==> src/rtl/mem_load_unit.sv <==
// mem_load_unit: single-outstanding load unit. Each accepted load is either
// rejected at once with an address error, or issued on the bus and completed
// by an ack (lane-selected, extended data) or by a timeout (bus error).
module mem_load_unit #(
  parameter int unsigned DATA_W      = 32,
  parameter int unsigned TIMEOUT_CYC = 15,
  parameter logic [31:0] DM_LO       = 32'h0000_0000,
  parameter logic [31:0] DM_HI       = 32'h0000_2FFF,
  parameter logic [31:0] TC0_LO      = 32'h0000_7F00,
  parameter logic [31:0] TC0_HI      = 32'h0000_7F0B,
  parameter logic [31:0] TC1_LO      = 32'h0000_7F10,
  parameter logic [31:0] TC1_HI      = 32'h0000_7F1B,
  parameter logic [31:0] INT_LO      = 32'h0000_7F20,
  parameter logic [31:0] INT_HI      = 32'h0000_7F23
) (
  input  logic              clk,
  input  logic              reset,
  input  logic              ld_valid,
  output logic              ld_ready,
  input  logic [31:0]       ld_addr,
  input  logic [2:0]        ld_type,
  input  logic              ld_ov,
  input  logic              flush,
  output logic              bus_req,
  output logic [31:0]       bus_addr,
  input  logic              bus_ack,
  input  logic [DATA_W-1:0] bus_rdata,
  output logic              rsp_valid,
  output logic [DATA_W-1:0] rsp_data,
  output logic              rsp_adel,
  output logic              rsp_berr
);

  localparam int unsigned OFF = (DATA_W == 64) ? 3 : 2;
  localparam int unsigned CW  = (TIMEOUT_CYC > 1) ? $clog2(TIMEOUT_CYC) : 1;
  localparam logic [CW-1:0] CNT_LAST   = CW'(TIMEOUT_CYC - 1);
  localparam logic [31:0]   ALIGN_MASK = ~(32'(DATA_W / 8) - 32'd1);

  localparam logic [1:0] S_IDLE = 2'd0;
  localparam logic [1:0] S_WAIT = 2'd1;
  localparam logic [1:0] S_RESP = 2'd2;

  localparam logic [2:0] T_WORD  = 3'd0;
  localparam logic [2:0] T_HALF  = 3'd1;
  localparam logic [2:0] T_BYTE  = 3'd2;
  localparam logic [2:0] T_HALFU = 3'd3;
  localparam logic [2:0] T_BYTEU = 3'd4;
  localparam logic [2:0] T_DWORD = 3'd5;

  logic [1:0]        state_q, state_d;
  logic [CW-1:0]     cnt_q, cnt_d;
  logic [31:0]       baddr_q, baddr_d;
  logic [OFF-1:0]    off_q, off_d;
  logic [2:0]        type_q, type_d;
  logic [DATA_W-1:0] data_q, data_d;
  logic              adel_q, adel_d;
  logic              berr_q, berr_d;

  logic              is_word, is_half, is_dword, illegal, misalign;
  logic              in_any, in_tc, adel;
  logic [DATA_W-1:0] lane, ext;

  // Inclusive window test as one unsigned compare (lo == 0 safe).
  function automatic logic in_win(input logic [31:0] a, input logic [31:0] lo,
                                  input logic [31:0] hi);
    return (a - lo) <= (hi - lo);
  endfunction

  // Address-error classification of the request presented this cycle.
  always_comb begin
    is_word  = (ld_type == T_WORD);
    is_half  = (ld_type == T_HALF) || (ld_type == T_HALFU);
    is_dword = (ld_type == T_DWORD);
    illegal  = ld_type[2] & ld_type[1];
    misalign = (is_word & (|ld_addr[1:0])) | (is_half & ld_addr[0]) |
               (is_dword & (|ld_addr[2:0]));
    in_any   = in_win(ld_addr, DM_LO, DM_HI) | in_win(ld_addr, TC0_LO, TC0_HI) |
               in_win(ld_addr, TC1_LO, TC1_HI) | in_win(ld_addr, INT_LO, INT_HI);
    in_tc    = in_win(ld_addr, TC0_LO, TC1_HI);
    adel     = ld_ov | illegal | (is_dword & (DATA_W == 32)) | misalign |
               ~in_any | (in_tc & ~is_word);
  end

  // Lane select by byte offset (aligned types have zero low bits) then extend.
  always_comb begin
    lane = bus_rdata >> {off_q, 3'b000};
    case (type_q)
      T_WORD:  ext = DATA_W'($signed(lane[31:0]));
      T_HALF:  ext = DATA_W'($signed(lane[15:0]));
      T_BYTE:  ext = DATA_W'($signed(lane[7:0]));
      T_HALFU: ext = DATA_W'(lane[15:0]);
      T_BYTEU: ext = DATA_W'(lane[7:0]);
      default: ext = lane;
    endcase
  end

  // Next-state logic: flush overrides everything and leaves the response regs alone.
  always_comb begin
    state_d = state_q;
    cnt_d   = cnt_q;
    baddr_d = baddr_q;
    off_d   = off_q;
    type_d  = type_q;
    data_d  = data_q;
    adel_d  = adel_q;
    berr_d  = berr_q;
    if (flush) begin
      state_d = S_IDLE;
    end else begin
      case (state_q)
        S_IDLE: begin
          if (ld_valid) begin
            off_d  = ld_addr[OFF-1:0];
            type_d = ld_type;
            cnt_d  = '0;
            if (adel) begin
              state_d = S_RESP;
              data_d  = '0;
              adel_d  = 1'b1;
              berr_d  = 1'b0;
            end else begin
              state_d = S_WAIT;
              baddr_d = ld_addr & ALIGN_MASK;
            end
          end
        end
        S_WAIT: begin
          if (bus_ack) begin
            state_d = S_RESP;
            data_d  = ext;
            adel_d  = 1'b0;
            berr_d  = 1'b0;
          end else if (cnt_q == CNT_LAST) begin
            state_d = S_RESP;
            data_d  = '0;
            adel_d  = 1'b0;
            berr_d  = 1'b1;
          end else begin
            cnt_d = cnt_q + 1'b1;
          end
        end
        default: state_d = S_IDLE;
      endcase
    end
  end

  // State and datapath registers, cleared asynchronously by reset.
  always_ff @(posedge clk or negedge reset) begin
    if (!reset) begin
      state_q <= S_IDLE;
      cnt_q   <= '0;
      baddr_q <= '0;
      off_q   <= '0;
      type_q  <= '0;
      data_q  <= '0;
      adel_q  <= 1'b0;
      berr_q  <= 1'b0;
    end else begin
      state_q <= state_d;
      cnt_q   <= cnt_d;
      baddr_q <= baddr_d;
      off_q   <= off_d;
      type_q  <= type_d;
      data_q  <= data_d;
      adel_q  <= adel_d;
      berr_q  <= berr_d;
    end
  end

  assign ld_ready  = (state_q == S_IDLE);
  assign bus_req   = (state_q == S_WAIT);
  assign rsp_valid = (state_q == S_RESP);
  assign bus_addr  = baddr_q;
  assign rsp_data  = data_q;
  assign rsp_adel  = adel_q;
  assign rsp_berr  = berr_q;

endmodule

==> config.mk <==
export PLATFORM = sky130hd
export DESIGN_NAME = mem_load_unit
export DESIGN_NICKNAME = d
export VERILOG_FILES = /design/src/rtl/mem_load_unit.sv
export SDC_FILE = /design/constraint.sdc
export NUM_CORES = 1
export LEC_CHECK = 0
export ABC_AREA = 1
export CORE_ASPECT_RATIO = 2
export CORE_MARGIN = 2
export CORE_UTILIZATION = 54
export DETAILED_ROUTE_END_ITERATION = 6
export PLACE_DENSITY = 0.87
export SLEW_MARGIN = 10
export SYNTH_ARGS = -nofsm -noshare
export SYNTH_HDL_FRONTEND = slang
export SYNTH_SLANG_ARGS = --single-unit
==> constraint.sdc <==
create_clock -name clk -period 3.85 [get_ports clk]
set_input_delay 0.385 -clock clk [delete_from_list [all_inputs] [get_ports clk]]
set_output_delay 0.385 -clock clk [all_outputs]
set_load 0.005 [all_outputs]
==> impl_metrics.py, run 1 <==
metrics = {
    "placed_design": {
        "hpwl_mm": 19.1,
        "place_area_um2": 7210,
        "io_buffers": 139,
        "routabilityCongestion": 1.17,
    },
    "worst_setup_path": {
        "critical_path.endpoint_type": "flop",
        "r2r_cells": 13,
        "cp.arrival_ns": 3.73,
        "crit_required_ns": 4.13,
        "path_cells": "clkdlybuf4s50_1 > nor2_1 > nand2_1 > nor2_1 > nand4_1 > nand2_1 > nand2_1 > nand2_1 > nor2_1 > nand3_1 > nor2_1 > nor2_1 > nand3_2 > nand3_4 > buf_4 > nand3_1 > nand2_1",
        "max_stage_delay_ns": 0.57,
        "worstSetupPathType": "in -> reg",
        "path_buf_inv": 2,
        "crit_path_start_kind": "primary input",
        "slowest_stage": "clkdlybuf4s50_1",
        "path_depth": 17,
        "crit_fanout": 35,
        "r2r_slack_ns": 0.98,
        "crit_family": "simple AND/OR/NAND/NOR gates",
    },
    "die": {
        "num_rows": 52,
        "dieArea_um2": 11300,
        "start_util_pct": 55.6,
        "fp.coreArea_um2": 10100,
        "die_x_um": 76.0,
        "die_y_um": 148,
        "io_pins": 142,
    },
    "synth": {
        "netlist_area_um2": 5600,
        "synth_area_leaders": "dfrtp_1 33%, nand2_1 23%, nand3_1 9.6%",
        "syn_avg_cell_area_um2": 6.17,
        "synth_top_area_share_pct": 33.5,
        "synth_edf_count": 0,
        "async_flop_share_pct": 100,
        "yosysWarnings": 0,
        "synth_cells": 908,
        "synth_top_flop_cell": "dfrtp_1",
        "ys_ff_latch": 75,
        "synth_cell_types": 39,
        "yosysSeqAreaShare_pct": 33.5,
        "synth_top_area_cell": "dfrtp_1",
    },
    "global_route": {
        "grtUsageTotal_pct": 46.0,
        "grt_first_pass_wirelength_mm": 39.3,
        "overflow": 0,
        "grt_pass1_vias": 7326,
        "grt_max_degree": 76,
        "antenna_found_initial": 0,
    },
    "finish": {
        "final_cell_mix": "343 x nand2_1, 138 x clkdlybuf4s50_1, 108 x nand3_1",
        "final_layout_size_suffix_gt1_share_pct": 7.18,
        "fillCellCount": 755,
        "diodes": 0,
        "syn_to_final_growth_pct": 34.6,
        "final_common_cell": "nand2_1",
        "finish.instance_area_um2": 7540,
        "layout.nets": 1129,
    },
    "clocking": {
        "cts_tree": "done",
        "cts.clk_slew.worst_paths_ns": 0.07,
        "htree_levels": 3,
        "numCtsBuffers": 9,
        "cts-root-buf": "clkbuf_16",
        "post_cts_buffers": 0,
        "clkSinkCount": 75,
        "cts_hold_buf": 0,
        "insertion_delay_ns": 0.35,
        "ctsLongestPathBuffers": 2,
        "cts_resized": 0,
    },
    "route": {
        "met1_length_mm": 7.27,
        "dr.first_iter.drc_count": 782,
        "via_count": 7347,
        "post-route-drc-count": 2,
        "met2_length_mm": 13.1,
        "wl_mm": 25.9,
        "wl_per_cell_um": 21.7,
        "wl_met3_mm": 2.09,
        "ant_nets": 0,
        "vias_per_cell": 6.16,
        "first_pass_iters": 7,
        "highest_layer": "met4",
    },
    "sta": {
        "slew_headroom_pct": 34.5,
        "final.setup.tns_ns": 0,
        "clock_skew_ns": 0.00953,
        "slew_violations": 0,
        "rsz0062_at_grt": "false",
        "post-route-min-period_ns": 3.45,
        "setup_viol": 0,
        "holdWs_ns": 0.183,
        "max_freq_mhz": 290,
        "final-hold-violation-count": 0,
        "timing.final.crit_share_pct": 89.5,
        "worst_pin_slew_ns": 0.982,
    },
    "status": {
        "status": "finished, violations left",
        "failed_checks": "design-rule violations",
    },
    "flow_run": {
        "cap_violations": 0,
    },
    "power": {
        "leakage_nw": 3.72,
        "powerDensity_nw_per_um2": 347,
        "vdd_drop_max_mv": 0.326,
    },
    "min_path": {
        "worstHoldPathType": "in -> async",
    },
}
## where the power goes
part / total, mW / internal (mW) / switching, mW
clock network: 0.948 / 0.579 / 0.369
registers: 0.859 / 0.830 / 0.0291
logic: 0.814 / 0.272 / 0.541
## final cells by class
cell class                 count  area (µm²)  share of cell area, %
clock inverter                 7         105                   1.39
tap                          135         169                   2.24
sequential                    75        1880                   24.9
multi-input combinational    717        3250                   43.1
timing repair buffer         165        1600                   21.2
inverter                      85         319                   4.23
clock buffer                   9         225                   2.99
## cell usage after synthesis (6+ instances only)
| cell type | instances |
|---|---|
| a311o_1 | 6 |
| clkbuf_1 | 16 |
| xor2_1 | 10 |
| dfrtp_1 | 75 |
| nand2_1 | 343 |
| inv_1 | 75 |
| nor2_1 | 102 |
| o21ai_1 | 16 |
| nand3_1 | 108 |
| inv_2 | 8 |
| nor2_2 | 8 |
| a31oi_1 | 9 |
| o21ai_0 | 33 |
| a21oi_1 | 40 |
| buf_2 | 10 |
## through the flow
step	utilization, %	power [mW]	instances	setup slack [ns]
after global routing	74.8	2.70	1193	0.261
after CTS	74.8	2.58	1193	0.627
after floorplan	-	1.29	909	1.51
final	74.8	2.62	1193	0.402
after detailed placement	71.5	1.61	1177	0.258
after global placement	71.5	1.59	1177	0.292
## worst paths after layout
| kind | start | to |
|---|---|---|
| max | ld_addr[21] | rsp_data[20] |
| min | reset | rsp_data[2] |
| max reg2reg | off_q[0] | rsp_data[26] |
| min reg2reg | rsp_data[12] | rsp_data[12] |
| max in group asynchronous | reset | bus_addr[5] |
| min in group clk | rsp_data[12] | rsp_data[12] |
## layer usage
metal	vias to the layer above	track usage, %
li1	3199	-
met1	3325	39.1
met2	576	80.9
met3	247	11.3
met4	0	52.0
met5	-	0
## kinds of logic after synthesis
logic type,after synthesis,synth area share [%]
simple gates,590,44.4
buf+inv,117,8.60
compound gates,110,10.9
flops,75,33.5
xor+xnor,12,1.88
fa+ha+maj,3,0.670
other cells,1,0.0669
## flip-flops by register name (all words and copies together), names as in the netlist
name	count
rsp_adel	1
off_q	2
rsp_berr	1
state_q	2
rsp_data	32
cnt_q	4
bus_addr	30
type_q	3
(Power assumes the default switching activity.)
==> run 2: changes to the inputs <==
--- a/config.mk
+++ b/config.mk
@@ -6,11 +6,14 @@
 export NUM_CORES = 1
 export LEC_CHECK = 0
 export ABC_AREA = 1
+export CAP_MARGIN = 20
 export CORE_ASPECT_RATIO = 2
 export CORE_MARGIN = 2
-export CORE_UTILIZATION = 54
+export CORE_UTILIZATION = 60
+export CTS_CLUSTER_SIZE = 40
 export DETAILED_ROUTE_END_ITERATION = 6
-export PLACE_DENSITY = 0.87
+export DONT_BUFFER_PORTS = 1
+export PLACE_DENSITY = 0.76
 export SLEW_MARGIN = 10
 export SYNTH_ARGS = -nofsm -noshare
 export SYNTH_HDL_FRONTEND = slang
==> impl_metrics.py, run 2 (synthesis results as in run 1) <==
metrics = {
    "sta": {
        "final-hold-violation-count": 0,
        "post-route-min-period_ns": 2.93,
        "fin_ws_ns": 0.916,
        "worst_pin_slew_ns": 0.790,
        "slew_headroom_pct": 47.3,
        "final.setup.tns_ns": 0,
        "setup_viol": 0,
        "holdWs_ns": 0.182,
        "slew_violations": 0,
        "clock_skew_ns": 0.00802,
        "max_freq_mhz": 341,
        "timing.final.crit_share_pct": 76.2,
        "rsz0062_at_grt": "false",
    },
    "power": {
        "powerDensity_nw_per_um2": 405,
        "leakage_nw": 3.15,
        "vdd_drop_max_mv": 0.285,
    },
    "placed_design": {
        "io_buffers": 0,
        "routabilityCongestion": 1.04,
        "place_area_um2": 5640,
        "hpwl_mm": 16.0,
        "dp_slack_ns": 0.712,
    },
    "worst_setup_path": {
        "r2r_cells": 8,
        "worstSetupPathType": "in -> reg",
        "crit_path_start_kind": "primary input",
        "max_stage_delay_ns": 0.40,
        "crit_top_cell": "nand2_1",
        "critical_path.endpoint_type": "flop",
        "endpoint": "rsp_data[4]",
        "cp-startpoint": "ld_addr[5]",
        "path_cells": "inv_1 > ha_1 > nand2_1 > nor2_2 > inv_2 > nand3_1 > nand2_1 > nor2_1 > nand2_1 > nor2_1 > nand2_1 > nor2_1 > nand3_1 > nand3_2 > nand3_4 > nand2_4 > nand2_1 > nand2_1",
        "crit_fanout": 35,
        "slowest_stage": "nand2_4",
        "r2r_slack_ns": 1.25,
        "timing.rr.start": "state_q[0]",
        "cp.arrival_ns": 3.21,
        "timing.rr.end": "bus_addr[5]",
        "crit_required_ns": 4.13,
    },
    "route": {
        "vias_per_cell": 6.20,
        "wl_mm": 20.9,
        "post-route-drc-count": 0,
        "first_pass_iters": 5,
        "wl_per_cell_um": 20.8,
        "dr.first_iter.drc_count": 506,
        "via_count": 6228,
        "ant_nets": 0,
    },
    "clocking": {
        "cts.clk_slew.worst_paths_ns": 0.06,
        "post_cts_buffers": 0,
        "cts_tree": "done",
        "cts-root-buf": "clkbuf_16",
        "numCtsBuffers": 9,
        "ctsLongestPathBuffers": 2,
        "clkSinkCount": 75,
        "insertion_delay_ns": 0.34,
        "htree_levels": 3,
    },
    "finish": {
        "multi_input_area_um2": 3250,
        "diodes": 0,
        "final_layout_size_suffix_gt1_share_pct": 6.42,
        "finish.instance_area_um2": 6030,
        "regArea_um2": 1880,
        "layout.nets": 975,
        "final_common_cell": "nand2_1",
        "largest_reg_flops": 32,
        "fillCellCount": 818,
        "final_cell_mix": "343 x nand2_1, 108 x nand3_1, 101 x nor2_1",
        "syn_to_final_growth_pct": 7.61,
    },
    "flow_run": {
        "cap_violations": 0,
    },
    "min_path": {
        "hold-path-cell-count": 2,
        "worstHoldPathType": "in -> reg",
    },
    "global_route": {
        "grt_max_degree": 76,
        "overflow": 0,
        "grt_first_pass_wirelength_mm": 31.9,
        "grtUsageTotal_pct": 41.7,
        "antenna_found_initial": 0,
        "grt_pass1_vias": 6203,
    },
    "die": {
        "start_util_pct": 62.2,
        "dieArea_um2": 10200,
        "fp.coreArea_um2": 9010,
        "io_pins": 142,
        "die_y_um": 141,
        "num_rows": 49,
        "die_x_um": 72.3,
    },
    "status": {
        "status": "completed",
    },
}
[run 2: changes by cell type in the layout (fill, tap and decap cells not counted), sizes merged]
cell / change
clkdlybuf4s50: -138
buf: -17
inv: -4
clkbuf: +2
bufinv: +1
dlygate4sd3: +1
[run 2: per-layer routing]
layer,vias to the layer above,share of wire (%),global-route usage (%)
met5,-,0,0
li1,2888,-,-
met4,0,9.7,35.4
met1,2829,30,37.0
met3,125,7.4,10.1
met2,386,53,75.0
[run 2: report_power, final]
group	switching, mW	internal [mW]
Combinational	0.429	0.165
Clock	0.322	0.665
Sequential	0.0333	0.831
[run 2: stage by stage]
stage / util, % / total power [mW] / instances
detailed placement: 62.6 / 1.42 / 988
global route: 66.9 / 2.54 / 1005
CTS: 66.9 / 2.41 / 1005
global placement: 62.6 / 1.40 / 988
floorplan: - / 1.29 / 909
finish: 66.9 / 2.45 / 1005
[run 2: timing repair]
action / in CTS / in global routing
gates resized for setup: 0 / 0
hold buffers: 2 / 0
hold endpoints to repair: 75 / 0
endpoints found under the setup margin: 0 / 0
[run 2: worst max-delay path: cells and delay by family]
kind          cells  cell delay, ns
simple gates     15            2.24
buf+inv           2            0.29
fa+ha+maj         1            0.27
[run 2: how the worst min path moves through the flow]
stage,start,to,slack (ns)
4_1_cts,ld_type[1],type_q[1],0.19
2_1_floorplan,reset,bus_addr[10],0.09
5_1_grt,ld_addr[1],off_q[1],0.19
6_report,ld_type[1],type_q[1],0.18
3_3_place_gp,reset,bus_addr[26],0.09
3_5_place_dp,reset,bus_addr[31],0.09
[run 2: cell type report]
class	count	share of cell area (%)
clock buffer	11	4.19
clock inverter	4	1.62
inverter	85	5.29
multi-input combinational	717	53.9
sequential	75	31.1
tap	102	2.12
timing repair buffer	11	1.74
